**config.mk**
```make
export PLATFORM = sky130hd
export DESIGN_NAME = uart_rx_8n1_sync
export DESIGN_NICKNAME = d
export VERILOG_FILES = /design/src/rtl/uart_rx_8n1_sync.sv
export SDC_FILE = /design/constraint.sdc
export NUM_CORES = 1
export LEC_CHECK = 0
export CAP_MARGIN = 10
export CORE_UTILIZATION = 49
export CTS_BUF_LIST = sky130_fd_sc_hd__clkbuf_4
export CTS_CLUSTER_DIAMETER = 150
export DETAILED_ROUTE_END_ITERATION = 16
export PLACE_DENSITY_LB_ADDON = 0.3
export SYNTH_ARGS = -nofsm -noshare
export SYNTH_HDL_FRONTEND = slang
export SYNTH_SLANG_ARGS = --single-unit
```
**constraint.sdc**
```tcl
create_clock -name clk -period 2.1 [get_ports clk]
set_input_delay 0.315 -clock clk [delete_from_list [all_inputs] [get_ports clk]]
set_output_delay 0.315 -clock clk [all_outputs]
set_load 0.005 [all_outputs]
```
**src/rtl/uart_rx_8n1_sync.sv**
```systemverilog
// uart_rx_8n1_sync: single-clock 8N1 UART receiver with valid/ready holding register; define UART_RX_MAJORITY_EN for 3-sample majority voting
module uart_rx_8n1_sync #(
  parameter int CLKS_PER_BIT = 1250,
  parameter int HALF_BIT = CLKS_PER_BIT / 2
) (
  input  logic       clk,
  input  logic       rst,
  input  logic       rx_in,
  output logic [7:0] rx_data,
  output logic       rx_valid,
  input  logic       rx_ready,
  output logic       frame_err,
  output logic       overrun_err,
  output logic       rx_busy
);
  localparam int CW = $clog2(CLKS_PER_BIT);
  localparam logic [CW-1:0] LAST = CW'(CLKS_PER_BIT - 1);
  typedef enum logic [2:0] {IDLE, START, DATA, STOP, WAIT_HIGH} state_t;
  state_t state_q;
  logic [1:0] sync_q;
  logic prev_q;
  logic [CW-1:0] cnt_q;
  logic [2:0] bidx_q;
  logic [7:0] shift_q;
  logic done_q;
  logic rx_s;
  logic samp;
  assign rx_s = sync_q[1];
  assign rx_busy = state_q != IDLE;
`ifdef UART_RX_MAJORITY_EN
  localparam logic [CW-1:0] START_END = CW'(HALF_BIT);
  logic prev2_q;
  always_ff @(posedge clk) prev2_q <= rst ? 1'b1 : prev_q;
  assign samp = (rx_s & prev_q) | (rx_s & prev2_q) | (prev_q & prev2_q);
`else
  localparam logic [CW-1:0] START_END = CW'(HALF_BIT - 1);
  assign samp = rx_s;
`endif
  always_ff @(posedge clk) begin
    if (rst) begin
      sync_q <= 2'b11;
      prev_q <= 1'b1;
      state_q <= IDLE;
      cnt_q <= '0;
      bidx_q <= '0;
      shift_q <= '0;
      done_q <= 1'b0;
      rx_data <= '0;
      rx_valid <= 1'b0;
      frame_err <= 1'b0;
      overrun_err <= 1'b0;
    end else begin
      sync_q <= {sync_q[0], rx_in};
      prev_q <= rx_s;
      cnt_q <= cnt_q + 1'b1;
      done_q <= 1'b0;
      frame_err <= 1'b0;
      overrun_err <= 1'b0;
      case (state_q)
        IDLE: begin
          cnt_q <= '0;
          if (prev_q && !rx_s) state_q <= START;
        end
        START: if (cnt_q == START_END) begin
          cnt_q <= '0;
          bidx_q <= '0;
          state_q <= samp ? IDLE : DATA;
        end
        DATA: if (cnt_q == LAST) begin
          cnt_q <= '0;
          shift_q[bidx_q] <= samp;
          bidx_q <= bidx_q + 1'b1;
          if (bidx_q == 3'd7) state_q <= STOP;
        end
        STOP: if (cnt_q == LAST) begin
          cnt_q <= '0;
          state_q <= samp ? IDLE : WAIT_HIGH;
          done_q <= samp;
          frame_err <= !samp;
        end
        WAIT_HIGH: begin
          cnt_q <= '0;
          if (rx_s) state_q <= IDLE;
        end
        default: state_q <= IDLE;
      endcase
      if (done_q) begin
        if (!rx_valid || rx_ready) begin
          rx_data <= shift_q;
          rx_valid <= 1'b1;
        end else begin
          overrun_err <= 1'b1;
        end
      end else if (rx_valid && rx_ready) begin
        rx_valid <= 1'b0;
      end
    end
  end
endmodule

```
; Yosys cells after proc, flatten, opt, wreduce, memory -nomap -nowiden
; Cells that the tools add are included.
[totals]
register_bits = 40
in_bits = 4
out_inout_bits = 12
elab_cells = 73
[op_classes]
n_addsub = 2
n_lt_le_gt_ge = 2
n_eq_ne = 14
n_mux = 22
bitwise = 3
reduce_logical = 19
[op_table]
columns = op, count
row1 = 11-bit case mux with 3 select lines, 1
row2 = 3-bit two-way mux, 9
row3 = 11-bit two-way mux, 2
row4 = 3-bit case mux with 5 select lines, 1
row5 = 2-bit != test (second input constant), 6
row6 = 11-bit by 1-bit adder with 11-bit output (second input constant), 1
row7 = 11-bit by 10-bit equality test with 1-bit output (second input constant), 1
row8 = 11-bit equality test (second input constant), 1
row9 = 8-bit bitwise mux, 1
row10 = 3-bit by 2-bit equality test with 1-bit output (second input constant), 2
row11 = 3-bit equality test (second input constant), 2
row12 = 3-bit case mux with 2 select lines, 1
row13 = 2-bit AND reduction, 3
row14 = 6-bit AND reduction, 1
row15 = 2-bit OR reduction, 3
row16 = 1-bit two-way mux, 5
row17 = 3-bit by 4-bit < comparator with 1-bit output (second input constant), 1
row18 = 2-bit nonzero test, 2
row19 = 3-bit by 1-bit adder with 3-bit output (second input constant), 1
row20 = 1-bit demux with 3-bit select, 1
row21 = 3-bit by 1-bit equality test with 1-bit output (second input constant), 1
row22 = 3-bit by 1-bit >= comparator with 1-bit output (second input constant), 1
row23 = 1-bit logical AND, 3
row24 = 3-bit logical NOT, 1
row25 = 8 further kinds, 11

; Depth between registers and ports, before layout
; Gate-level depths: netlist of the first run.
[depth]
depth_word = 5
depth_mapped = 8

; Worst setup path after synthesis of the first run
; Ideal clock, no wire load.
[synth_timing]
path_type = register -> register
from = reg state_q[2]
to = reg shift_q[1]
arrival_ns = 2.107
t_required_ns = 1.972
path_slack_ns = -0.135
stages_incl_launch_ff = 7
n_path_buf = 1
period_less_slack_ns = 2.235
path_cell_list = dfxtp_1 -> buf_4 -> or3b_2 -> nor4b_1 -> and4bb_2 -> mux2i_1 -> nor2_1
[synth_between]
elab_chain_len = 2
[synth_rtl]
columns = item, line_no
row1 = from (decl), 19  ; state_t state_q;
row2 = from (signal assigned), 67  ; state_q <= samp ? IDLE : DATA;
row3 = from (signal assigned), 77  ; state_q <= samp ? IDLE : WAIT_HIGH;
row4 = 3-bit by 2-bit equality test with 1-bit output, 59  ; case (state_q)
row5 = 2-bit AND reduction (no line), n/a
row6 = "to (signal, indexed assignment)", 71  ; shift_q[bidx_q] <= samp;
row7 = to (decl), 24  ; logic [7:0] shift_q;
; Every way passes these cells.
; A chain may end at the register's enable or synchronous reset.

; Final worst setup path of the first run
[layout_timing]
from = reg cnt_q[2]
to = reg state_q[2]
[layout_between]
elab_chain_len = 3
[layout_rtl]
columns = item, line_no
row1 = from (decl), 22  ; logic [CW-1:0] cnt_q;
row2 = from (signal assigned), 55  ; cnt_q <= cnt_q + 1'b1;
row3 = 11-bit equality test / 11-bit by 10-bit equality test with 1-bit output (equally long branches), "69, 75, 64"
row4 = 2-bit != test (no line), n/a
row5 = 6-bit AND reduction (no line) *, n/a
; Every way passes the cells marked *; elsewhere a longest branch is shown, timed or not.

==> results of run 1 <==
==> cell type report <==
type                            count  area (sq um)  share of cell area [%]
Tap cell                           46          57.6                    2.69
Multi-Input combinational cell    134           917                    42.8
Sequential cell                    40           802                    37.5
Inverter                            6          22.5                    1.05
Timing Repair Buffer               33           285                    13.3
Clock buffer                        5          37.5                    1.75
Clock inverter                      3          18.8                   0.877
==> power by group <==
| part | switching, mW | internal [mW] |
|---|---|---|
| registers | 0.00694 | 0.768 |
| logic | 0.0565 | 0.0513 |
| clock network | 0.255 | 0.126 |
| total | 0.319 | 0.945 |
==> cells in the mapped netlist, drive strengths merged <==
| library cell | instances |
|---|---|
| or4b | 1 |
| nand3b | 2 |
| a21oi | 6 |
| nor2 | 37 |
| a211o | 1 |
| nor3b | 2 |
| ha | 5 |
| a2111oi | 1 |
| nand3 | 11 |
| nor2b | 1 |
| a221o | 1 |
| clkbuf | 8 |
| and4bb | 2 |
| nor4b | 3 |
| or3b | 2 |
| nor4bb | 2 |
| dfxtp | 40 |
| nor3 | 3 |
| xnor2 | 5 |
| or2 | 3 |
| o31ai | 1 |
| buf | 2 |
| o21ai | 2 |
| or3 | 3 |
| xor2 | 4 |
| nand2 | 5 |
| nand4b | 3 |
| inv | 6 |
| and3 | 1 |
| o21a | 1 |
| nand4 | 3 |
| and2 | 1 |
| nand2b | 4 |
| mux2i | 18 |
==> flip-flops by register name, indices dropped and copies added (netlist names) <==
signal	count
bidx_q	3
cnt_q	11
done_q	1
frame_err	1
overrun_err	1
prev_q	1
rx_data	8
rx_valid	1
shift_q	8
state_q	3
sync_q	2
==> through the flow <==
step	TNS [ns]	hold slack, ns
after floorplan	0	0.389
after global placement	0	0.401
after detailed placement	0	0.405
after CTS	0	0.443
after global routing	-0.0987	0.482
final	-0.0203	0.437
==> what timing repair did <==
| item | 4_1_cts | 5_1_grt |
|---|---|---|
| resized for setup | 0 | 5 |
| setup endpoints to repair | 0 | 3 |
| setup buffers | 0 | 1 |
==> cell usage in the layout (no fill, tap or decap), drive strengths merged, types with 4 or more instances in the layout <==
master,instances
xor2,4
clkdlybuf4s50,15
inv,6
nand2,5
ha,5
a21oi,6
xnor2,5
clkbuf,5
nand2b,4
nand3,11
nor2,37
buf,18
dfxtp,40
mux2i,18
==> critical path: stages, from the launching register on <==
cell and delay, ns:
dfxtp_2 0.34, or4b_4 0.56, or3b_4 0.39, a221o_1 0.31, or3_4 0.33, a21oi_2 0.14
==> final timing paths <==
path	from	endpoint	slack, ns	cells after the start
setup / recovery	cnt_q[2]$_SDFF_PP0_	state_q[2]$_SDFFE_PP0P_	-0.02	5
hold / removal	sync_q[0]$_SDFF_PP1_	sync_q[1]$_SDFF_PP1_	0.44	1
setup reg to reg	cnt_q[2]$_SDFF_PP0_	state_q[2]$_SDFFE_PP0P_	-0.02	5
hold reg to reg	sync_q[0]$_SDFF_PP1_	sync_q[1]$_SDFF_PP1_	0.44	1
==> layer usage <==
| layer | wire length, um | share of wire, % | track usage, % |
|---|---|---|---|
| met5 | 0 | 0 | 0 |
| met4 | 74 | 2.2 | 9.21 |
| met1 | 1570 | 46 | 23.3 |
| met2 | 1670 | 49 | 33.0 |
| met3 | 117 | 3.4 | 5.80 |
==> cell families (layout without fill, tap and decap cells) <==
logic type	after synthesis	after routing	share of synthesized area, %
muxes	18	18	10.3
and+or+nand+nor	89	89	27.7
DFF	40	40	45.6
AOI/OAI and AO/OA	13	13	4.70
adders and majority gates	5	5	3.56
xor gates and xnor gates	9	9	4.49
buffers and inverters	16	47	3.70
==> impl_metrics.csv, run 1 <==
group,metric,value,unit
synthesis,yosysWarningCount,0,
clock_network,cts_made_buffers,5,
clock_network,cts-root-buf,"clkbuf_4",
power_and_ir_drop,peakVddDrop,344,uV
run_status,outcome,"finished with violations",
floorplanning,rows,21,
placed_design,place_hpwl,2.43,mm
power_and_ir_drop,total_power,1.26,mW
cells_and_area,layout-drive-gt1-share,16.7,%
routing,first_iter_violations,90,
worst_hold_path,hold_class,"reg2reg",
cells_and_area,fin_area,0.00214,sq mm
cells_and_area,fin_nets,229,
floorplanning,io_pins,16,
timing,finalCriticalPeriod,2.12,ns
clock_network,clk_pin_slew,0.13,ns
synthesis,syn_area,0.00176,sq mm
placed_design,place_congestion,0.846,
power_and_ir_drop,p_per_area,590,mW/mm^2
routing,wl_per_cell,12.9,um
clock_network,cts_hold_buf,0,
timing,rsz0062_at_grt,"true",
floorplanning,dieArea,0.00383,sq mm
worst_setup_path,worstPathRequired,2.39,ns
run_status,violations,"setup timing",
synthesis,syn_avg_cell_area,9.25,sq um
timing,maxSlewViolCount,0,
timing,setup_violations,1,
worst_setup_path,cp_max_fo,5,
floorplanning,die-height,61.9,um
cells_and_area,area_growth,21.9,%
clock_network,worstSkewPairLatency,0.35,ns
placed_design,dpl_cell_area,0.00206,sq mm
synthesis,synth_largest_area_cell,"dfxtp_1",
cells_and_area,antenna_cells,0,
clock_network,clockBufferDepth,2,
timing,tightest_slew,0.530,ns
timing,layout_worst_path_cycle_share,101,%
clock_network,clock_sinks,40,
routing,via_per_inst,5.30,
grt,grt_pass1_vias,1305,
routing,vias,1416,
synthesis,netlist-cell-type-count,37,
placed_design,place_inst,258,
timing,fmax,472,MHz
grt,grt_pass1_wl,5.49,mm
routing,drtAntennaViolNets,0,
synthesis,synth_top_area_share,45.6,%
placed_design,portBuffers,15,
synthesis,yosysSeqAreaShare,45.6,%
worst_setup_path,end_kind,"flop",
routing,drc_errors,0,
floorplanning,die_w,61.9,um
synthesis,ys_ff_latch,40,
cells_and_area,n_fill_cell,280,
clock_network,cts_tree,"yes",
worst_setup_path,cp.arrival,2.41,ns
synthesis,yosys-top-cells-area,"dfxtp_1 (46%), mux2i_1 (10%), nor2_1 (7.9%)",
routing,dr.pass1.iters,4,
power_and_ir_drop,p_leak,0.874,nW
floorplanning,initial_core_util,51.8,%
synthesis,netlist_instances,190,
grt,grt_overflow,0,
worst_setup_path,cp-start-kind,"flop",
grt,antenna_found_initial,0,
cells_and_area,post-route-util,63.2,%
worst_setup_path,critPathKind,"reg2reg",
cells_and_area,final-instance-count-excl-fill,267,
run,maxCapViolCount,0,
clock_network,htree_levels,2,
timing,fin_ws,-0.0203,ns
floorplanning,core_region_area,0.00339,sq mm
grt,grt_max_degree,17,
routing,finalWirelength,3.44,mm
timing,maxSlewHeadroom,64.5,%
grt,track_usage,19.7,%
timing,skew,0.0169,ns
synthesis,syn_nets,199,
placed_design,dpl_worst_slack,0.0233,ns
timing,hold_violations,0,
(Power assumes the default switching activity.)
==> run 2, diff against run 1 <==
--- a/config.mk
+++ b/config.mk
@@ -11,6 +11,7 @@
 export CTS_CLUSTER_DIAMETER = 150
 export DETAILED_ROUTE_END_ITERATION = 16
 export PLACE_DENSITY_LB_ADDON = 0.3
+export SKIP_LAST_GASP = 1
 export SYNTH_ARGS = -nofsm -noshare
 export SYNTH_HDL_FRONTEND = slang
 export SYNTH_SLANG_ARGS = --single-unit
==> run 2 against run 1 <==
  * The run still ends with setup timing left
  * Final cell count is the same
  * Worst hold slack is essentially flat
  * Sequential power is essentially flat
  * Global-route usage is the same
  * First-iteration DRC count shrank 5.6%
==> impl_metrics.csv, run 2 (synthesized netlist as in run 1, its figures left out) <==
group,metric,value,unit
run,maxCapViolCount,0,
cells_and_area,antenna_cells,0,
worst_setup_path,cp_max_fo,5,
worst_setup_path,r2r_slack,-0.03,ns
floorplanning,io_pins,16,
clock_network,clk_pin_slew,0.13,ns
clock_network,clock_sinks,40,
grt,grt_max_degree,17,
placed_design,place_inst,258,
grt,grt_use_met2,33.0,%
clock_network,cts_made_buffers,5,
grt,grt_overflow,0,
timing,finalCriticalPeriod,2.13,ns
placed_design,place_hpwl,2.43,mm
worst_setup_path,worstRegToRegCells,5,
cells_and_area,final_cell_mix,"dfxtp_1 (39), nor2_1 (37), mux2i_1 (18), buf_4 (18), clkdlybuf4s50_1 (15)",
routing,vias,1412,
floorplanning,die_w,61.9,um
routing,first_iter_violations,85,
grt,antenna_found_initial,0,
power_and_ir_drop,p_leak,0.854,nW
run_status,outcome,"finished with violations",
worst_setup_path,r2r_start,"cnt_q[2]$_SDFF_PP0_",
placed_design,dpl_cell_area,0.00206,sq mm
floorplanning,initial_core_util,51.8,%
routing,finalWirelength,3.47,mm
clock_network,clockBufferDepth,2,
timing,setup_violations,1,
grt,top_usage_layer,"met2",
floorplanning,core_region_area,0.00339,sq mm
timing,tightest_slew,0.536,ns
routing,drc_errors,0,
clock_network,worstSkewPairLatency,0.35,ns
cells_and_area,n_fill_cell,282,
worst_hold_path,hold_end,"sync_q[1]$_SDFF_PP1_",
routing,dr.pass1.iters,4,
timing,hold_violations,0,
floorplanning,rows,21,
cells_and_area,area_growth,21.4,%
timing,fmax,470,MHz
clock_network,cts-root-buf,"clkbuf_4",
timing,skew,0.0169,ns
timing,maxSlewHeadroom,64.1,%
placed_design,dpl_worst_slack,0.0233,ns
grt,grt_pass1_wl,5.49,mm
timing,layout_worst_path_cycle_share,101,%
cells_and_area,top_register,"cnt_q",
grt,grt_pass1_vias,1305,
cells_and_area,fin_area,0.00213,sq mm
worst_setup_path,cp-start-kind,"flop",
cells_and_area,final-instance-count-excl-fill,267,
worst_setup_path,timing.rr.end,"state_q[2]$_SDFFE_PP0P_",
floorplanning,die-height,61.9,um
clock_network,htree_levels,2,
grt,grt_use_met1,23.3,%
timing,rsz0062_at_grt,"true",
timing,fin_ws,-0.0264,ns
worst_setup_path,end_kind,"flop",
cells_and_area,top_regs,"cnt_q (11), rx_data (8), shift_q (8)",
routing,wl_per_cell,13.0,um
worst_hold_path,hold_class,"reg2reg",
cells_and_area,multi_input_area,908,sq um
grt,track_usage,19.7,%
cells_and_area,largest_register_ffs,11,
cells_and_area,fin_nets,229,
cells_and_area,final_common_cell,"dfxtp_1",
placed_design,place_congestion,0.846,
clock_network,cts_tree,"yes",
cells_and_area,final-seq-area,802,sq um
run_status,violations,"setup timing",
worst_setup_path,critPathKind,"reg2reg",
placed_design,portBuffers,15,
worst_hold_path,min_from,"sync_q[0]$_SDFF_PP1_",
timing,maxSlewViolCount,0,
cells_and_area,layout-drive-gt1-share,16.7,%
routing,drtAntennaViolNets,0,
grt,use_met3,5.80,%
power_and_ir_drop,p_per_area,592,mW/mm^2
power_and_ir_drop,peakVddDrop,336,uV
floorplanning,dieArea,0.00383,sq mm
routing,via_per_inst,5.29,
worst_hold_path,hold-path-cell-count,1,
worst_setup_path,worstPathRequired,2.39,ns
worst_setup_path,cp.arrival,2.41,ns
run 2: cell count changes in the layout (fill, tap and decap cells not counted):
cell     before  now
nor4b_2       0    1
nor4b_4       1    0
run 2: repair_timing:
action | in CTS | in global routing
setup endpoints to repair | 0 | 3
hold buffers | 0 | 0
setup buffers | 0 | 1
gates resized for setup | 0 | 4
run 2: worst max path at each step:
stage / endpoint / start / cells after the start / slack, ns
2_1_floorplan: state_q[2]$_SDFFE_PP0P_ / cnt_q[8]$_SDFF_PP0_ / 5 / 0.02
3_3_place_gp: state_q[2]$_SDFFE_PP0P_ / cnt_q[8]$_SDFF_PP0_ / 5 / 0.07
3_5_place_dp: state_q[2]$_SDFFE_PP0P_ / cnt_q[8]$_SDFF_PP0_ / 5 / 0.02
4_1_cts: state_q[2]$_SDFFE_PP0P_ / cnt_q[3]$_SDFF_PP0_ / 5 / 0.008
5_1_grt: state_q[2]$_SDFFE_PP0P_ / cnt_q[2]$_SDFF_PP0_ / 5 / -0.08
6_report: state_q[2]$_SDFFE_PP0P_ / cnt_q[2]$_SDFF_PP0_ / 5 / -0.03
run 2: area by class of cell:
type | count | area share (%)
sequential | 40 | 37.6
clock inverter | 3 | 0.880
clock buffer | 5 | 1.76
inverter | 6 | 1.06
tap | 46 | 2.70
timing repair buffer | 33 | 13.4
multi-input combinational | 134 | 42.6
run 2: layer usage:
layer | up-vias | share of wire (%)
met2 | 20 | 49
met4 | 0 | 2.1
li1 | 714 | -
met3 | 7 | 3.6
met1 | 671 | 46
met5 | - | 0
run 2: worst max-delay path, cell delays in order (launching register included):
cell	delay, ns
dfxtp_2	0.34
or4b_4	0.57
or3b_4	0.39
a221o_1	0.31
or3_4	0.33
a21oi_2	0.14
run 2: through the flow:
stage / hold slack [ns] / power (mW) / utilization [%] / setup TNS (ns)
2_1_floorplan: 0.389 / 0.853 / - / 0
3_3_place_gp: 0.401 / 0.892 / 60.6 / 0
3_5_place_dp: 0.405 / 0.898 / 60.6 / 0
4_1_cts: 0.443 / 1.28 / 62.3 / 0
5_1_grt: 0.482 / 1.33 / 62.9 / -0.394
6_report: 0.437 / 1.26 / 62.9 / -0.0264
run 2: where the power goes:
| group | switching, mW | total, mW | internal (mW) |
|---|---|---|---|
| clock network | 0.254 | 0.380 | 0.126 |
| registers | 0.00699 | 0.775 | 0.768 |
| logic | 0.0567 | 0.108 | 0.0513 |
| total | 0.318 | 1.26 | 0.945 |
==> run 3, diff against run 2 <==
==> constraint.sdc (replaced) <==
create_clock -name clk -period 2.1 [get_ports clk]
set_input_delay 0.63 -clock clk [delete_from_list [all_inputs] [get_ports clk]]
set_output_delay 0.63 -clock clk [all_outputs]
set_load 0.005 [all_outputs]
==> run 3 against run 2 <==
  * The run still ends with setup timing left
  * Total power increased by 9.1%
  * Critical endpoint unchanged
  * Sequential power about the same
  * Largest power group unchanged
  * Worst setup slack improved by 0.024 ns
  * First-iteration DRC count decreased by 40%
  * Largest cell class unchanged
  * Design area increased by 1.6%
  * Critical path type unchanged
==> impl_metrics.csv, run 3 (synthesized netlist as in run 1, its figures left out) <==
group,metric,value,unit
floorplanning,io_pins,16,
worst_hold_path,hold_class,"reg2reg",
worst_setup_path,cp-start-kind,"flop",
clock_network,cts-root-buf,"clkbuf_4",
worst_setup_path,cp_max_fo,5,
timing,rsz0062_at_grt,"true",
floorplanning,die_w,61.9,um
floorplanning,dieArea,0.00383,sq mm
clock_network,cts_tree,"yes",
floorplanning,core_region_area,0.00339,sq mm
clock_network,clk_pin_slew,0.12,ns
timing,fin_ws,-0.00213,ns
power_and_ir_drop,total_power,1.38,mW
grt,grt_pass1_wl,5.18,mm
timing,timing.hold.ws,0.433,ns
run,maxCapViolCount,0,
cells_and_area,n_fill_cell,279,
routing,drtAntennaViolNets,0,
routing,drc_errors,0,
grt,track_usage,18.7,%
placed_design,place_inst,261,
grt,top_usage_layer,"met2",
timing,setup_violations,1,
grt,grt_pass1_vias,1264,
grt,antenna_found_initial,0,
timing,maxSlewViolCount,0,
cells_and_area,antenna_cells,0,
worst_setup_path,end_kind,"flop",
floorplanning,die-height,61.9,um
run_status,violations,"setup timing",
timing,fin_tns_setup,-0.00213,ns
grt,grt_max_degree,14,
floorplanning,rows,21,
placed_design,portBuffers,15,
cells_and_area,fin_nets,231,
clock_network,cts_made_buffers,5,
timing,skew,0.00845,ns
grt,grt_overflow,0,
grt,grt_use_met1,21.5,%
timing,layout_worst_path_cycle_share,100,%
cells_and_area,area_growth,23.4,%
cells_and_area,final-instance-count-excl-fill,269,
cells_and_area,largest_register_ffs,11,
grt,grt_use_met2,31.8,%
placed_design,place_congestion,0.816,
clock_network,worstSkewPairLatency,0.34,ns
placed_design,place_hpwl,2.46,mm
clock_network,postCtsSetupBuffers,0,
power_and_ir_drop,peakVddDrop,415,uV
routing,first_iter_violations,51,
clock_network,clockBufferDepth,2,
power_and_ir_drop,p_per_area,636,mW/mm^2
clock_network,clock_sinks,40,
timing,fmax,476,MHz
routing,finalWirelength,3.35,mm
cells_and_area,layout-drive-gt1-share,16.6,%
cells_and_area,final_cell_mix,"dfxtp_1 (40), nor2_1 (37), buf_4 (20), mux2i_1 (18), clkdlybuf4s50_1 (14)",
worst_setup_path,cp.arrival,2.39,ns
grt,use_met3,5.59,%
timing,tightest_slew,0.427,ns
run_status,outcome,"finished with violations",
cells_and_area,top_register,"cnt_q",
timing,maxSlewHeadroom,70.8,%
timing,hold_violations,0,
routing,dr.pass1.iters,4,
routing,wl_per_cell,12.4,um
routing,via_per_inst,5.16,
routing,vias,1387,
worst_setup_path,critPathKind,"reg2reg",
cells_and_area,final_common_cell,"dfxtp_1",
timing,finalCriticalPeriod,2.10,ns
clock_network,cts_hold_buf,0,
cells_and_area,post-route-util,63.9,%
worst_setup_path,worstPathRequired,2.39,ns
cells_and_area,top_regs,"cnt_q (11), rx_data (8), shift_q (8)",
clock_network,htree_levels,2,
floorplanning,initial_core_util,51.8,%
power_and_ir_drop,p_leak,0.882,nW
==> run 3: cell types whose count changed in the layout (fill, tap and decap cells not counted), sizes merged <==
cell           delta
clkinvlp          -2
buf               +2
bufinv            +1
clkdlybuf4s50     -1
dlygate4sd2       +1
clkinv            +1
==> run 3: per-layer routing <==
metal | vias to the layer above | wire (um)
li1 | 718 | -
met1 | 641 | 1570
met2 | 21 | 1610
met3 | 7 | 96
met4 | 0 | 71
met5 | - | 0
==> run 3: final timing paths <==
path                                           start                      end  slack [ns]  depth (start not counted)
worst min-delay path            sync_q[0]$_SDFF_PP1_     sync_q[1]$_SDFF_PP1_        0.43                          1
worst max register to register   cnt_q[2]$_SDFF_PP0_  state_q[2]$_SDFFE_PP0P_      -0.002                          5
worst max-delay path             cnt_q[2]$_SDFF_PP0_  state_q[2]$_SDFFE_PP0P_      -0.002                          5
worst min register to register  sync_q[0]$_SDFF_PP1_     sync_q[1]$_SDFF_PP1_        0.43                          1
==> run 3: through the flow <==
stage	cell area, sq um	setup WS (ns)
global placement	2080	0.0753
finish	2170	-0.00213
CTS	2160	-0.00383
global route	2170	-0.0617
detailed placement	2080	0.0199
floorplan	1760	0.0190
==> run 3: power breakdown <==
part	switching, mW	internal (mW)
Sequential	0.00490	0.768
Combinational	0.0565	0.0519
Clock	0.248	0.249
==> run 3: what timing repair did <==
action	in CTS	in global routing
pin swaps	1	0
resized for setup	1	2
hold endpoints to repair	0	0
setup endpoints to repair	2	10
==> run 3: final cells by class <==
cell class | count | area [sq um] | share of cell area (%)
Clock buffer | 5 | 37.5 | 1.73
Clock inverter | 3 | 42.5 | 1.96
Inverter | 6 | 22.5 | 1.04
Multi-Input combinational cell | 134 | 907 | 41.9
Sequential cell | 40 | 801 | 37.0
Tap cell | 46 | 57.6 | 2.66
Timing Repair Buffer | 35 | 299 | 13.8
==> run 3: worst max-delay path, stage by stage, from the launching register on <==
cell and delay (ns):
dfxtp_1 0.33, or4b_4 0.57, or3b_1 0.37, a221o_1 0.32
or3_1 0.32, a21oi_2 0.13
